===== config.mk =====
export PLATFORM = sky130hd
export DESIGN_NAME = ps2_mouse_rx
export DESIGN_NICKNAME = d
export VERILOG_FILES = /design/src/rtl/ps2_mouse_pkg.sv /design/src/rtl/ps2_rx_byte.sv /design/src/rtl/ps2_mouse_rx.sv
export SDC_FILE = /design/constraint.sdc
export NUM_CORES = 1
export LEC_CHECK = 0
export CORE_AREA = 2 2 85 87
export CTS_CLUSTER_SIZE = 40
export DETAILED_ROUTE_END_ITERATION = 8
export DIE_AREA = 0 0 87 89
export DONT_BUFFER_PORTS = 1
export MAX_ROUTING_LAYER = met4
export PLACE_DENSITY = 0.73
export SLEW_MARGIN = 20
export SYNTH_ARGS = -nofsm -noshare
export SYNTH_HDL_FRONTEND = slang
export SYNTH_SLANG_ARGS = --single-unit

===== constraint.sdc =====
create_clock -name clk -period 2.1 [get_ports clk]
set_clock_uncertainty 0.15 [all_clocks]
set_input_delay 0.105 -clock clk [delete_from_list [all_inputs] [get_ports clk]]
set_output_delay 0.105 -clock clk [all_outputs]
set_load 0.01 [all_outputs]

===== src/rtl/ps2_mouse_pkg.sv =====
// rtl/ps2_mouse_pkg.sv - shared state type, status bit and word field positions for the PS/2 mouse receiver
package ps2_mouse_pkg;

  typedef enum logic [1:0] {IDLE, DATA, PARITY, STOP} byte_state_e;

  localparam int BTN_L   = 0;
  localparam int BTN_R   = 1;
  localparam int BTN_M   = 2;
  localparam int ALWAYS1 = 3;
  localparam int XSIGN   = 4;
  localparam int YSIGN   = 5;
  localparam int XOVF    = 6;
  localparam int YOVF    = 7;

  localparam int STB   = 24;
  localparam int Y_LSB = 16;
  localparam int X_LSB = 8;

  function automatic logic odd_parity_ok(input logic [7:0] data, input logic par);
    return ^{data, par};
  endfunction

endpackage


===== src/rtl/ps2_rx_byte.sv =====
// rtl/ps2_rx_byte.sv - PS/2 line synchronisers, clock glitch filter, 11-bit frame FSM and inactivity timeout
// PS2_PARITY_CHK_EN: when defined, bytes failing odd parity are reported as frame errors
module ps2_rx_byte
  import ps2_mouse_pkg::*;
#(
  parameter int unsigned CLK_HZ     = 21477272,
  parameter int unsigned FILTER_LEN = 8,
  parameter int unsigned TIMEOUT_US = 2000
) (
  input  logic       clk,
  input  logic       reset,
  input  logic       ps2_clk_i,
  input  logic       ps2_dat_i,
  input  logic       pkt_busy,
  output logic [7:0] rx_byte,
  output logic       byte_valid,
  output logic       frame_err,
  output logic       timeout
);

  localparam longint unsigned TO_CYC_L = 64'(TIMEOUT_US) * 64'(CLK_HZ) / 64'd1_000_000;
  localparam int unsigned TO_CYC = 32'(TO_CYC_L);
  localparam int TO_W   = $clog2(TO_CYC + 1);
  localparam int FILT_W = $clog2(FILTER_LEN + 1);

  logic [1:0]        clk_sync_q, clk_sync_d, dat_sync_q, dat_sync_d;
  logic              filt_clk_q, filt_clk_d;
  logic [FILT_W-1:0] filt_cnt_q, filt_cnt_d;
  byte_state_e       state_q, state_d;
  logic [2:0]        bit_cnt_q, bit_cnt_d;
  logic [7:0]        shift_q, shift_d;
  logic              par_q, par_d;
  logic [TO_W-1:0]   to_cnt_q, to_cnt_d;
  logic              byte_valid_q, byte_valid_d, frame_err_q, frame_err_d, timeout_q, timeout_d;
  logic              smp_stb, to_hit, dat;

  assign dat = dat_sync_q[1];

  always_comb begin
    clk_sync_d = {clk_sync_q[0], ps2_clk_i};
    dat_sync_d = {dat_sync_q[0], ps2_dat_i};
    filt_clk_d = filt_clk_q;
    filt_cnt_d = '0;
    smp_stb    = 1'b0;
    if (clk_sync_q[1] != filt_clk_q) begin
      if (filt_cnt_q == FILT_W'(FILTER_LEN - 1)) begin
        filt_clk_d = clk_sync_q[1];
        smp_stb    = filt_clk_q;  // only the high-to-low transition samples data
      end else begin
        filt_cnt_d = filt_cnt_q + 1'b1;
      end
    end

    to_hit   = 1'b0;
    to_cnt_d = to_cnt_q;
    if (smp_stb || (state_q == IDLE && !pkt_busy)) begin
      to_cnt_d = '0;
    end else if (to_cnt_q == TO_W'(TO_CYC - 1)) begin
      to_cnt_d = '0;
      to_hit   = 1'b1;
    end else begin
      to_cnt_d = to_cnt_q + 1'b1;
    end

    state_d      = state_q;
    bit_cnt_d    = bit_cnt_q;
    shift_d      = shift_q;
    par_d        = par_q;
    byte_valid_d = 1'b0;
    frame_err_d  = 1'b0;
    timeout_d    = to_hit;
    if (to_hit) begin
      state_d = IDLE;
    end else if (smp_stb) begin
      case (state_q)
        IDLE: begin
          if (!dat) begin
            state_d   = DATA;
            bit_cnt_d = 3'd0;
          end
        end
        DATA: begin
          shift_d = {dat, shift_q[7:1]};
          if (bit_cnt_q == 3'd7) state_d = PARITY;
          else bit_cnt_d = bit_cnt_q + 3'd1;
        end
        PARITY: begin
          par_d   = dat;
          state_d = STOP;
        end
        STOP: begin
          state_d = IDLE;
          if (!dat) frame_err_d = 1'b1;
`ifdef PS2_PARITY_CHK_EN
          else if (!odd_parity_ok(shift_q, par_q)) frame_err_d = 1'b1;
`endif
          else byte_valid_d = 1'b1;
        end
        default: state_d = IDLE;
      endcase
    end
  end

  always_ff @(posedge clk) begin
    if (reset) begin
      clk_sync_q   <= 2'b11;
      dat_sync_q   <= 2'b11;
      filt_clk_q   <= 1'b1;
      filt_cnt_q   <= '0;
      state_q      <= IDLE;
      bit_cnt_q    <= '0;
      shift_q      <= '0;
      par_q        <= 1'b0;
      to_cnt_q     <= '0;
      byte_valid_q <= 1'b0;
      frame_err_q  <= 1'b0;
      timeout_q    <= 1'b0;
    end else begin
      clk_sync_q   <= clk_sync_d;
      dat_sync_q   <= dat_sync_d;
      filt_clk_q   <= filt_clk_d;
      filt_cnt_q   <= filt_cnt_d;
      state_q      <= state_d;
      bit_cnt_q    <= bit_cnt_d;
      shift_q      <= shift_d;
      par_q        <= par_d;
      to_cnt_q     <= to_cnt_d;
      byte_valid_q <= byte_valid_d;
      frame_err_q  <= frame_err_d;
      timeout_q    <= timeout_d;
    end
  end

  assign rx_byte    = shift_q;
  assign byte_valid = byte_valid_q;
  assign frame_err  = frame_err_q;
  assign timeout    = timeout_q;

endmodule


===== src/rtl/ps2_mouse_rx.sv =====
// rtl/ps2_mouse_rx.sv - PS/2 mouse receiver top: 3-byte packet assembler and saturating error counter
// PS2_PARITY_CHK_EN (in ps2_rx_byte) adds odd-parity rejection of received bytes
module ps2_mouse_rx
  import ps2_mouse_pkg::*;
#(
  parameter int unsigned CLK_HZ     = 21477272,
  parameter int unsigned FILTER_LEN = 8,
  parameter int unsigned TIMEOUT_US = 2000
) (
  input  logic        clk,
  input  logic        reset,
  input  logic        ps2_clk_i,
  input  logic        ps2_dat_i,
  output logic [24:0] ps2_mouse,
  output logic        pkt_err,
  output logic [7:0]  err_cnt
);

  logic [7:0]  rx_byte;
  logic        byte_valid, frame_err, timeout;
  logic [1:0]  idx_q, idx_d;
  logic [7:0]  b0_q, b0_d, b1_q, b1_d;
  logic [24:0] mouse_q, mouse_d;
  logic        pkt_err_q, pkt_err_d, err;
  logic [7:0]  err_cnt_q, err_cnt_d;

  ps2_rx_byte #(
    .CLK_HZ    (CLK_HZ),
    .FILTER_LEN(FILTER_LEN),
    .TIMEOUT_US(TIMEOUT_US)
  ) u_rx (
    .clk       (clk),
    .reset     (reset),
    .ps2_clk_i (ps2_clk_i),
    .ps2_dat_i (ps2_dat_i),
    .pkt_busy  (idx_q != 2'd0),
    .rx_byte   (rx_byte),
    .byte_valid(byte_valid),
    .frame_err (frame_err),
    .timeout   (timeout)
  );

  always_comb begin
    idx_d   = idx_q;
    b0_d    = b0_q;
    b1_d    = b1_q;
    mouse_d = mouse_q;
    err     = 1'b0;
    if (timeout || frame_err) begin
      idx_d = 2'd0;
      err   = 1'b1;
    end else if (byte_valid) begin
      case (idx_q)
        2'd0: begin
          // bit3 is always set in a status byte; anything else means we are out of step
          if (rx_byte[ALWAYS1]) begin
            b0_d  = rx_byte;
            idx_d = 2'd1;
          end else begin
            err = 1'b1;
          end
        end
        2'd1: begin
          b1_d  = rx_byte;
          idx_d = 2'd2;
        end
        default: begin
          mouse_d[STB]         = ~mouse_q[STB];
          mouse_d[Y_LSB +: 8]  = rx_byte;
          mouse_d[X_LSB +: 8]  = b1_q;
          mouse_d[7:0]         = b0_q;
          idx_d                = 2'd0;
        end
      endcase
    end
    pkt_err_d = err;
    err_cnt_d = (err && err_cnt_q != 8'hFF) ? err_cnt_q + 8'd1 : err_cnt_q;
  end

  always_ff @(posedge clk) begin
    if (reset) begin
      idx_q     <= 2'd0;
      b0_q      <= '0;
      b1_q      <= '0;
      mouse_q   <= '0;
      pkt_err_q <= 1'b0;
      err_cnt_q <= '0;
    end else begin
      idx_q     <= idx_d;
      b0_q      <= b0_d;
      b1_q      <= b1_d;
      mouse_q   <= mouse_d;
      pkt_err_q <= pkt_err_d;
      err_cnt_q <= err_cnt_d;
    end
  end

  assign ps2_mouse = mouse_q;
  assign pkt_err   = pkt_err_q;
  assign err_cnt   = err_cnt_q;

endmodule

==> impl_metrics.json, run 1 <==
{
  "max_slew.worst_pin.slew_ns": 0.535,
  "grt_usage_pct": 19.4,
  "postLayoutCoreUtil_pct": 61.8,
  "cp_cell_sequence": "inv_1 -> ha_1 -> or4bb_1 -> or4_4 -> o31ai_4 -> nor2_1",
  "drt_pre_antenna_iters": 4,
  "clock.fmax_ghz": 0.487,
  "fillers": 565,
  "start_kind": "flip-flop",
  "path_clk_slew_ns": 0.09,
  "p_seq_share_pct": 56.6,
  "power_switching_mw": 0.666,
  "synth-seq-cells": 93,
  "met1_usage_pct": 22.7,
  "drt_iter0_markers": 123,
  "synth.avg_cell_area_sq_um": 9.11,
  "critPathRequiredTime_ns": 2.20,
  "p_total_mw": 3.12,
  "ys.flop_type": "dfxtp_1",
  "grt_pass1_vias": 2519,
  "antenna_left": 0,
  "antenna_found_initial": 0,
  "initial_core_util_pct": 55.6,
  "die_y_microns": 89,
  "cp-end-kind": "flip-flop",
  "syn-num-nets": 425,
  "multi_input_area_sq_um": 1780,
  "grt.overflow.total": 0,
  "p_leak_nw": 1.47,
  "synth_cells": 410,
  "p_clk_share_pct": 41.9,
  "power_density_nw_per_um2": 752,
  "placed_cell_area_sq_um": 3830,
  "cts_buffer_depth": 2,
  "maxCapViolations": 0,
  "postLayoutCellArea_sq_um": 4150,
  "io_pins": 38,
  "vdd_drop_max_v": 0.000326,
  "status": "completed",
  "synth_edf_count": 0,
  "setup_viol": 0,
  "fin_ws_ns": 0.0471,
  "insertion_delay_ns": 0.36,
  "slowest_stage": "or4_4",
  "async_flop_share_pct": 0,
  "period_minus_slack_ns": 2.05,
  "crit_fanout": 4,
  "tritoncts": "built",
  "pwr-share-comb_pct": 1.4,
  "grt_max_degree": 68,
  "min_path_type": "in -> reg",
  "finalSetupTns_ns": 0,
  "period_share_pct": 97.8,
  "syn-cell-area_sq_um": 3730,
  "switching_share_pct": 21.3,
  "grt_pass1_wl_microns": 11400,
  "hpwl_microns": 4480,
  "insertedDiodeCount": 0,
  "drive_above_1_share_pct": 12.7,
  "fp.dieArea_sq_um": 7740,
  "p_int_mw": 2.46,
  "grt_use_met2_pct": 32.2,
  "htreeDepth": 3,
  "register_area_sq_um": 1860,
  "drv_slew": 0,
  "cts_buffers": 9,
  "hold_viol": 0,
  "dieWidth_microns": 87,
  "place_congestion": 0.852,
  "std_cell_rows": 30,
  "critPathKind": "reg -> reg",
  "nNetsFinal": 435,
  "synth.distinct_cells": 47,
  "slowest_delay_ns": 0.60,
  "drc_errors": 0,
  "clock-sinks": 93,
  "relSlewSlack_pct": 64.3,
  "core_area_sq_um": 6720,
  "yosysWarnings": 0,
  "arrival_ns": 2.15,
  "busiest_layer": "met2",
  "wl_microns": 6970,
  "vias": 2768,
  "met3_usage_pct": 4.62,
  "via_per_inst": 5.48,
  "yosysSeqAreaShare_pct": 49.9,
  "detail_route.wl_per_cell_microns": 13.8,
  "dp_worst_setup_slack_ns": 0.00592,
  "port_buffers": 0,
  "clock-root-buffer": "clkbuf_8",
  "rsz0062_at_grt": "no",
  "areaGrowthSynthToFinish_pct": 11.2
}
-- cells by family (layout without fill, tap and decap cells) --
| group | Yosys count | count (layout) | share of synthesized area, % |
|---|---|---|---|
| XOR/XNOR | 19 | 19 | 4.46 |
| flip-flops | 93 | 93 | 49.9 |
| adder cells (fa/ha/maj) | 11 | 11 | 3.69 |
| multiplexers | 22 | 22 | 5.90 |
| AO/OA/AOI/OAI | 56 | 56 | 8.95 |
| AND/OR/NAND/NOR | 181 | 182 | 23.9 |
| buffers and inverters | 28 | 42 | 3.25 |
-- power groups by stage --
stage | Clock [mW] | Sequential [mW] | Combinational (mW)
floorplan | 0 | 1.81 | 0.0269
finish | 1.31 | 1.77 | 0.0445
global route | 1.41 | 1.77 | 0.0488
global placement | 0 | 1.81 | 0.0137
CTS | 1.35 | 1.77 | 0.0434
detailed placement | 0 | 1.81 | 0.0140
-- routing by layer --
metal  wire (microns)  vias up  part of all wire, %
li1                 -     1421                    -
met1             3100     1290                   44
met2             3560       46                   51
met3              209       11                  3.0
met4              100        0                  1.4
met5                0        -                    0
-- critical path: cells and delay by family, from the launching register on --
kind | cells | cell delay (ns)
adders and majority gates | 1 | 0.12
and+or+nand+nor | 3 | 1.08
buffers and inverters | 1 | 0.05
DFF | 1 | 0.32
AOI/OAI and AO/OA | 1 | 0.23
-- final timing paths --
check / startpoint / to / slack, ns / cells after the start
max: u_rx.to_cnt_q[1] / u_rx.state_q[1] / 0.05 / 6
min reg2reg: u_rx.clk_sync_q[0] / u_rx.clk_sync_q[1] / 0.27 / 1
min: ps2_dat_i / u_rx.dat_sync_q[0] / 0.22 / 2
max reg2reg: u_rx.to_cnt_q[1] / u_rx.state_q[1] / 0.05 / 6
-- area by class of cell --
class                   count  share of cell area [%]
flip-flops and latches     93                    44.9
multi-input cells         290                    42.9
repair buffers             16                    3.62
clock buffers               9                    2.98
well taps                  80                    2.41
clock inverters             7                    2.35
inverters                  10                   0.904
-- registers in the layout, indices dropped and copies added, names as in the netlist, 3 cells and up --
register and cells:
u_rx.filt_cnt_q 4, err_cnt 8, ps2_mouse 25, u_rx.rx_byte 8
b0_q 8, b1_q 8, u_rx.bit_cnt_q 3, u_rx.to_cnt_q 16
-- cell usage in the layout (no fill, tap or decap), types with 2 or more instances in the layout --
cell	n
nand3_4	2
nand4_1	7
nor2b_1	2
dfxtp_1	93
o21ai_1	3
ha_1	11
nand2_1	67
o21ai_0	5
o311a_1	2
clkbuf_8	9
xnor2_1	14
nor3_1	6
and3_1	6
or2_2	5
clkinvlp_4	2
dlygate4sd3_1	4
a21oi_1	36
nor2_2	11
nor4_1	3
nor2_1	39
mux2i_1	22
buf_4	11
bufinv_16	2
xor2_1	5
nand3_1	17
inv_1	9
o2111ai_1	3
-- cell usage after synthesis, types with 2 or more instances --
| library cell | number | area [sq um] |
|---|---|---|
| a211oi_1 | 2 | 15.0 |
| xor2_1 | 5 | 43.8 |
| or2_2 | 5 | 31.3 |
| clkbuf_1 | 17 | 63.8 |
| o21ai_1 | 3 | 15.0 |
| o2111ai_1 | 3 | 26.3 |
| xnor2_1 | 14 | 123 |
| nand4_1 | 7 | 43.8 |
| nor4_1 | 4 | 25.0 |
| nor3_1 | 6 | 30.0 |
| mux2i_1 | 22 | 220 |
| nor2_2 | 11 | 68.8 |
| a21oi_1 | 36 | 180 |
| o21ai_0 | 5 | 25.0 |
| nand3_1 | 17 | 85.1 |
| inv_1 | 9 | 33.8 |
| nor2_1 | 39 | 146 |
| nor2b_1 | 2 | 12.5 |
| and3_1 | 6 | 37.5 |
| ha_1 | 11 | 138 |
| nand2_1 | 67 | 251 |
| o311a_1 | 2 | 20.0 |
| dfxtp_1 | 93 | 1860 |
-- through the flow --
stage | cells | hold WS, ns
after floorplan | 410 | 0.0588
after global placement | 483 | 0.0291
after detailed placement | 483 | 0.0302
after CTS | 504 | 0.209
after global routing | 505 | 0.219
final | 505 | 0.221
-- repair_timing --
item	4_1_cts	5_1_grt
pin swaps	0	3
endpoints found under the hold margin	73	0
buffers inserted	0	0
resized for setup	0	3
cloned	0	1
hold buffers	5	0
endpoints found under the setup margin	2	19
(Power assumes the default switching activity.)
==> run 2, diff against run 1 <==
--- a/config.mk
+++ b/config.mk
@@ -5,14 +5,16 @@
 export SDC_FILE = /design/constraint.sdc
 export NUM_CORES = 1
 export LEC_CHECK = 0
-export CORE_AREA = 2 2 85 87
+export CORE_AREA = 2 2 82 84
+export CTS_BUF_LIST = sky130_fd_sc_hd__clkbuf_2 sky130_fd_sc_hd__clkbuf_4 sky130_fd_sc_hd__clkbuf_8
 export CTS_CLUSTER_SIZE = 40
 export DETAILED_ROUTE_END_ITERATION = 8
-export DIE_AREA = 0 0 87 89
+export DIE_AREA = 0 0 84 86
 export DONT_BUFFER_PORTS = 1
 export MAX_ROUTING_LAYER = met4
-export PLACE_DENSITY = 0.73
+export PLACE_DENSITY = 0.77
 export SLEW_MARGIN = 20
 export SYNTH_ARGS = -nofsm -noshare
 export SYNTH_HDL_FRONTEND = slang
+export SYNTH_HIERARCHICAL = 1
 export SYNTH_SLANG_ARGS = --single-unit
==> run 2 against run 1 <==
Synthesized cell count is 2.2% lower. Utilization increased by 2.5 points. Sequential cell count did not move. Register-to-register slack better by 0.07 ns. Non-clock buffer count down 1. Design area is 2.8% lower. Critical path depth shrank 2. Sequential power barely moved. Critical path type unchanged.
==> impl_metrics.json, run 2 <==
{
  "fillers": 525,
  "arrival_ns": 2.07,
  "max_slew.worst_pin.slew_ns": 0.473,
  "slowest_stage": "or4b_1",
  "antenna_found_initial": 0,
  "power_density_nw_per_um2": 725,
  "power_switching_mw": 0.687,
  "largest_reg_flops": 25,
  "switching_share_pct": 23.5,
  "cts_buffer_depth": 2,
  "die_y_microns": 86,
  "htreeDepth": 3,
  "via_per_inst": 5.51,
  "postLayoutCoreUtil_pct": 64.3,
  "detail_route.wl_per_cell_microns": 13.0,
  "drt_pre_antenna_iters": 4,
  "fin_ws_ns": 0.113,
  "synth_cells": 401,
  "path_clk_slew_ns": 0.09,
  "dieWidth_microns": 84,
  "port_buffers": 0,
  "grt_usage_pct": 19.5,
  "drc_errors": 0,
  "dp_worst_setup_slack_ns": 0.0883,
  "status": "completed",
  "syn-cell-area_sq_um": 3670,
  "yosysSeqAreaShare_pct": 50.7,
  "final_common_cell": "dfxtp_1",
  "hold_slack_ns": 0.228,
  "areaGrowthSynthToFinish_pct": 9.96,
  "start_kind": "flip-flop",
  "ys.flop_type": "dfxtp_1",
  "met1_usage_pct": 23.1,
  "grt_pass1_wl_microns": 11100,
  "cp-end-kind": "flip-flop",
  "hold_viol": 0,
  "drv_slew": 0,
  "initial_core_util_pct": 58.5,
  "maxCapViolations": 0,
  "p_int_mw": 2.24,
  "synth_most_common_cell": "dfxtp_1",
  "tritoncts": "built",
  "yosysTopAreaCellShare_pct": 50.7,
  "period_share_pct": 94.6,
  "nNetsFinal": 425,
  "cts_buffers": 9,
  "min_path_type": "in -> reg",
  "vdd_drop_max_v": 0.000445,
  "crit_fanout": 5,
  "synth-seq-cells": 93,
  "layout_common_cells": "dfxtp_1 (93), nand2_1 (61), nor2_1 (55)",
  "synth.avg_cell_area_sq_um": 9.15,
  "busiest_layer": "met2",
  "fp.dieArea_sq_um": 7220,
  "synth_edf_count": 0,
  "relSlewSlack_pct": 68.5,
  "post_cts_buffers": 0,
  "std_cell_rows": 29,
  "p_leak_nw": 1.48,
  "period_minus_slack_ns": 1.99,
  "p_clk_share_pct": 38.2,
  "placed_cell_area_sq_um": 3770,
  "clock-root-buffer": "clkbuf_8",
  "syn-num-nets": 415,
  "finalSetupTns_ns": 0,
  "met3_usage_pct": 3.85,
  "drive_above_1_share_pct": 10.1,
  "grt_pass1_vias": 2548,
  "antenna_left": 0,
  "place_congestion": 0.811,
  "vias": 2717,
  "drt_iter0_markers": 93,
  "multi_input_area_sq_um": 1710,
  "synth.area.top_cells": "dfxtp_1 (51%), mux2i_1 (7.4%), nand2_1 (6.2%), nor2_1 (5.6%), a21oi_1 (4.2%)",
  "pwr-share-comb_pct": 1.4,
  "critPathRequiredTime_ns": 2.18,
  "register_area_sq_um": 1860,
  "critPathKind": "reg -> reg",
  "insertion_delay_ns": 0.36,
  "p_seq_share_pct": 60.4,
  "core_area_sq_um": 6280,
  "synth.distinct_cells": 47,
  "grt.overflow.total": 0,
  "hpwl_microns": 4330,
  "postLayoutCellArea_sq_um": 4040,
  "yosys.area.top_type": "dfxtp_1",
  "io_pins": 38,
  "clock.fmax_ghz": 0.503,
  "yosysWarnings": 6,
  "grt_max_degree": 70,
  "clock-sinks": 93,
  "grt_use_met2_pct": 31.8,
  "synth_common_cells": "dfxtp_1 (93), nand2_1 (61), nor2_1 (55)",
  "slowest_delay_ns": 0.53,
  "cp_cell_sequence": "or4b_1 -> or4_4 -> o31ai_2 -> a221oi_1",
  "wl_microns": 6400,
  "setup_viol": 0,
  "async_flop_share_pct": 0,
  "insertedDiodeCount": 0,
  "rsz0062_at_grt": "no"
}
[run 2: cell type report]
| type | count | share of cell area, % |
|---|---|---|
| Inverter | 9 | 0.837 |
| Sequential cell | 93 | 46.1 |
| Tap cell | 77 | 2.39 |
| Multi-Input combinational cell | 283 | 42.4 |
| Timing Repair Buffer | 15 | 3.53 |
| Clock inverter | 7 | 1.64 |
| Clock buffer | 9 | 3.07 |
[run 2: stage by stage]
step                      power [mW]  std cells
final                           2.93        493
after global routing            3.03        493
after CTS                       2.96        493
after detailed placement        1.82        472
after global placement          1.82        472
after floorplan                 1.83        401
[run 2: routing by layer]
metal	vias to the layer above	part of all wire, %
met5	-	0
met4	0	2.2
met3	12	3.5
met2	49	48
met1	1269	47
li1	1387	-
[run 2: path summary, 6_finish.rpt]
check,end,depth (start not counted),slack (ns),from
max,u_rx/state_q[0],4,0.11,u_rx/to_cnt_q[4]
min,u_rx/clk_sync_q[0],2,0.23,ps2_clk_i
min reg2reg,u_rx/clk_sync_q[1],1,0.27,u_rx/clk_sync_q[0]
max reg2reg,u_rx/state_q[0],4,0.11,u_rx/to_cnt_q[4]
[run 2: logic make-up after synthesis]
logic type	synth area share, %
AO/OA/AOI/OAI	7.47
XOR/XNOR	4.53
adder cells (fa/ha/maj)	3.41
buffers and inverters	2.90
flip-flops	50.7
multiplexers	7.67
AND/OR/NAND/NOR	23.3
[run 2: critical path: cells and delay by family, from the launching register on]
kind | cells | cell delay [ns]
simple gates | 2 | 1.06
flops | 1 | 0.36
compound gates | 2 | 0.30
[run 2: repair_timing]
item                       CTS  global route
hold endpoints to repair    85             0
gates resized for setup      0             2
hold buffers                 5             0
setup endpoints to repair    0             7
[run 2: power groups by stage]
stage          combinational, mW  sequential [mW]  clock, mW
2_1_floorplan             0.0239             1.81          0
3_3_place_gp             0.00977             1.81          0
3_5_place_dp              0.0103             1.81          0
4_1_cts                   0.0398             1.77       1.15
5_1_grt                   0.0430             1.77       1.21
6_report                  0.0403             1.77       1.12
==> run 3, diff against run 2 <==
--- a/config.mk
+++ b/config.mk
@@ -5,14 +5,17 @@
 export SDC_FILE = /design/constraint.sdc
 export NUM_CORES = 1
 export LEC_CHECK = 0
-export CORE_AREA = 2 2 82 84
+export CELL_PAD_IN_SITES_DETAIL_PLACEMENT = 0
+export CELL_PAD_IN_SITES_GLOBAL_PLACEMENT = 1
+export CORE_AREA = 2 2 86 88
 export CTS_BUF_LIST = sky130_fd_sc_hd__clkbuf_2 sky130_fd_sc_hd__clkbuf_4 sky130_fd_sc_hd__clkbuf_8
 export CTS_CLUSTER_SIZE = 40
 export DETAILED_ROUTE_END_ITERATION = 8
-export DIE_AREA = 0 0 84 86
+export DIE_AREA = 0 0 88 90
 export DONT_BUFFER_PORTS = 1
+export GPL_TIMING_DRIVEN = 0
 export MAX_ROUTING_LAYER = met4
-export PLACE_DENSITY = 0.77
+export PLACE_DENSITY_LB_ADDON = 0.1
 export SLEW_MARGIN = 20
 export SYNTH_ARGS = -nofsm -noshare
 export SYNTH_HDL_FRONTEND = slang
==> constraint.sdc (replaced) <==
create_clock -name clk -period 2.39 [get_ports clk]
set_clock_uncertainty 0.15 [all_clocks]
set_input_delay 0.1195 -clock clk [delete_from_list [all_inputs] [get_ports clk]]
set_output_delay 0.1195 -clock clk [all_outputs]
set_load 0.01 [all_outputs]
==> run 3 against run 2 <==
Global-route usage down 0.50 points. Critical path type unchanged. Non-clock buffer count up 4. Wire length up 8.7%. Sequential power down 12%. Critical path depth unchanged. Via count down 0.81%. Combinational power down 12%. Final cell count up 5.1%.
==> impl_metrics.json, run 3 (synthesis gave the netlist of run 2 again) <==
{
  "clock-sinks": 93,
  "tritoncts": "built",
  "r2r_start": "u_rx/to_cnt_q[3]",
  "route.met3.wl_microns": 230,
  "drive_above_1_share_pct": 8.35,
  "drv_slew": 0,
  "whs_endpoint": "err_cnt[5]",
  "drt_pre_antenna_iters": 4,
  "power_switching_mw": 0.557,
  "wl_microns": 6960,
  "cp-end-kind": "flip-flop",
  "grt_pass1_vias": 2498,
  "max_slew.worst_pin.slew_ns": 0.550,
  "r2r_end": "u_rx/state_q[0]",
  "hp-start": "reset",
  "clock.fmax_ghz": 0.477,
  "place_congestion": 0.774,
  "cts_buffer_depth": 2,
  "hpwl_microns": 4800,
  "dieWidth_microns": 88,
  "std_cell_rows": 31,
  "relSlewSlack_pct": 63.2,
  "grt.overflow.total": 0,
  "arrival_ns": 2.17,
  "drc_errors": 0,
  "drt_iter0_markers": 114,
  "nNetsFinal": 429,
  "postLayoutCellArea_sq_um": 4060,
  "core_area_sq_um": 7020,
  "via_per_inst": 5.20,
  "insertion_delay_ns": 0.35,
  "r2r_cells": 4,
  "areaGrowthSynthToFinish_pct": 10.6,
  "maxCapViolations": 0,
  "vdd_drop_max_v": 0.000454,
  "fp.dieArea_sq_um": 7920,
  "rsz0062_at_grt": "no",
  "antenna_found_initial": 0,
  "final_common_cell": "dfxtp_1",
  "start_kind": "flip-flop",
  "highest_layer": "met4",
  "setup_viol": 0,
  "grt_usage_pct": 19.0,
  "crit_fanout": 6,
  "pwr-share-comb_pct": 1.3,
  "post_cts_buffers": 0,
  "hold_depth": 2,
  "p_seq_share_pct": 55.3,
  "period_minus_slack_ns": 2.10,
  "layout_common_cells": "dfxtp_1 (93), nand2_1 (61), nor2_1 (55)",
  "wl_met2_microns": 3210,
  "largest_reg_flops": 25,
  "detail_route.wl_per_cell_microns": 13.4,
  "period_share_pct": 87.8,
  "port_buffers": 0,
  "cts_buffers": 9,
  "min_path_type": "in -> reg",
  "p_clk_share_pct": 43.4,
  "grt_max_degree": 16,
  "hold_slack_ns": 0.0607,
  "vias": 2695,
  "die_y_microns": 90,
  "path_clk_slew_ns": 0.09,
  "p_leak_nw": 1.46,
  "grt_pass1_wl_microns": 11600,
  "placed_cell_area_sq_um": 3790,
  "critPathRequiredTime_ns": 2.46,
  "antenna_left": 0,
  "status": "completed",
  "reg2reg_slack_ns": 0.29,
  "insertedDiodeCount": 0,
  "p_int_mw": 2.25,
  "clock-root-buffer": "clkbuf_8",
  "switching_share_pct": 19.8,
  "initial_core_util_pct": 52.3,
  "hold_viol": 0,
  "io_pins": 38,
  "finalSetupTns_ns": 0,
  "critPathKind": "reg -> reg",
  "power_density_nw_per_um2": 691,
  "met1Wirelength_microns": 3390,
  "htreeDepth": 3
}
-- run 3: changes by cell type in the layout (fill, tap and decap cells not counted), sizes merged --
| cell | before | now |
|---|---|---|
| clkinv | 4 | 0 |
| clkbuf | 9 | 20 |
| buf | 11 | 5 |
| inv | 12 | 9 |
| bufinv | 0 | 3 |
| dlygate4sd3 | 4 | 3 |
| clkinvlp | 0 | 3 |
-- run 3: area by class of cell --
type	instances	area (sq um)
plain buffers	16	72.6
clock buffers	9	124
clock inverters	6	113
fillers	660	2960
inverters	9	33.8
multi-input cells	283	1700
flip-flops and latches	93	1860
well taps	99	124
repair buffers	3	30.0
-- run 3: layer usage --
layer	track usage [%]	up-vias
met3	3.40	11
met4	8.46	0
met1	24.2	1256
met5	-	-
li1	-	1390
met2	29.4	38
-- run 3: critical path, cell delays in order (launching register included) --
cell and delay, ns:
dfxtp_1 0.43, or4b_1 0.48, or4_4 0.53, o31ai_2 0.28, a221oi_1 0.10
-- run 3: repair_timing --
action,in CTS,in global routing
endpoints found under the hold margin,27,0
gates resized for setup,0,0
hold buffers,3,0
endpoints found under the setup margin,0,0
-- run 3: worst max-delay path by stage --
stage                                  start                 to  cells past startpoint
after floorplan             u_rx/to_cnt_q[4]  u_rx/to_cnt_q[15]                      5
after global placement      u_rx/to_cnt_q[3]   u_rx/to_cnt_q[4]                      5
after detailed placement    u_rx/to_cnt_q[3]  u_rx/to_cnt_q[15]                      5
after CTS                   u_rx/to_cnt_q[3]  u_rx/to_cnt_q[15]                      5
after global routing      u_rx/filt_cnt_q[0]    u_rx/rx_byte[6]                      6
final                       u_rx/to_cnt_q[3]    u_rx/state_q[0]                      4
-- run 3: through the flow --
step	utilization (%)	instances	power (mW)	worst slack [ns]
after detailed placement	54.0	500	1.62	0.293
after global routing	57.8	518	2.90	0.162
after global placement	54.0	500	1.62	0.318
final	57.8	518	2.81	0.292
after CTS	57.8	518	2.84	0.269
after floorplan	-	401	1.61	0.488
-- run 3: power groups by stage --
stage	registers, mW	clock network [mW]	logic, mW
finish	1.55	1.22	0.0356
global route	1.55	1.30	0.0397
CTS	1.55	1.25	0.0361
detailed placement	1.59	0	0.0306
global placement	1.59	0	0.0301
floorplan	1.59	0	0.0210
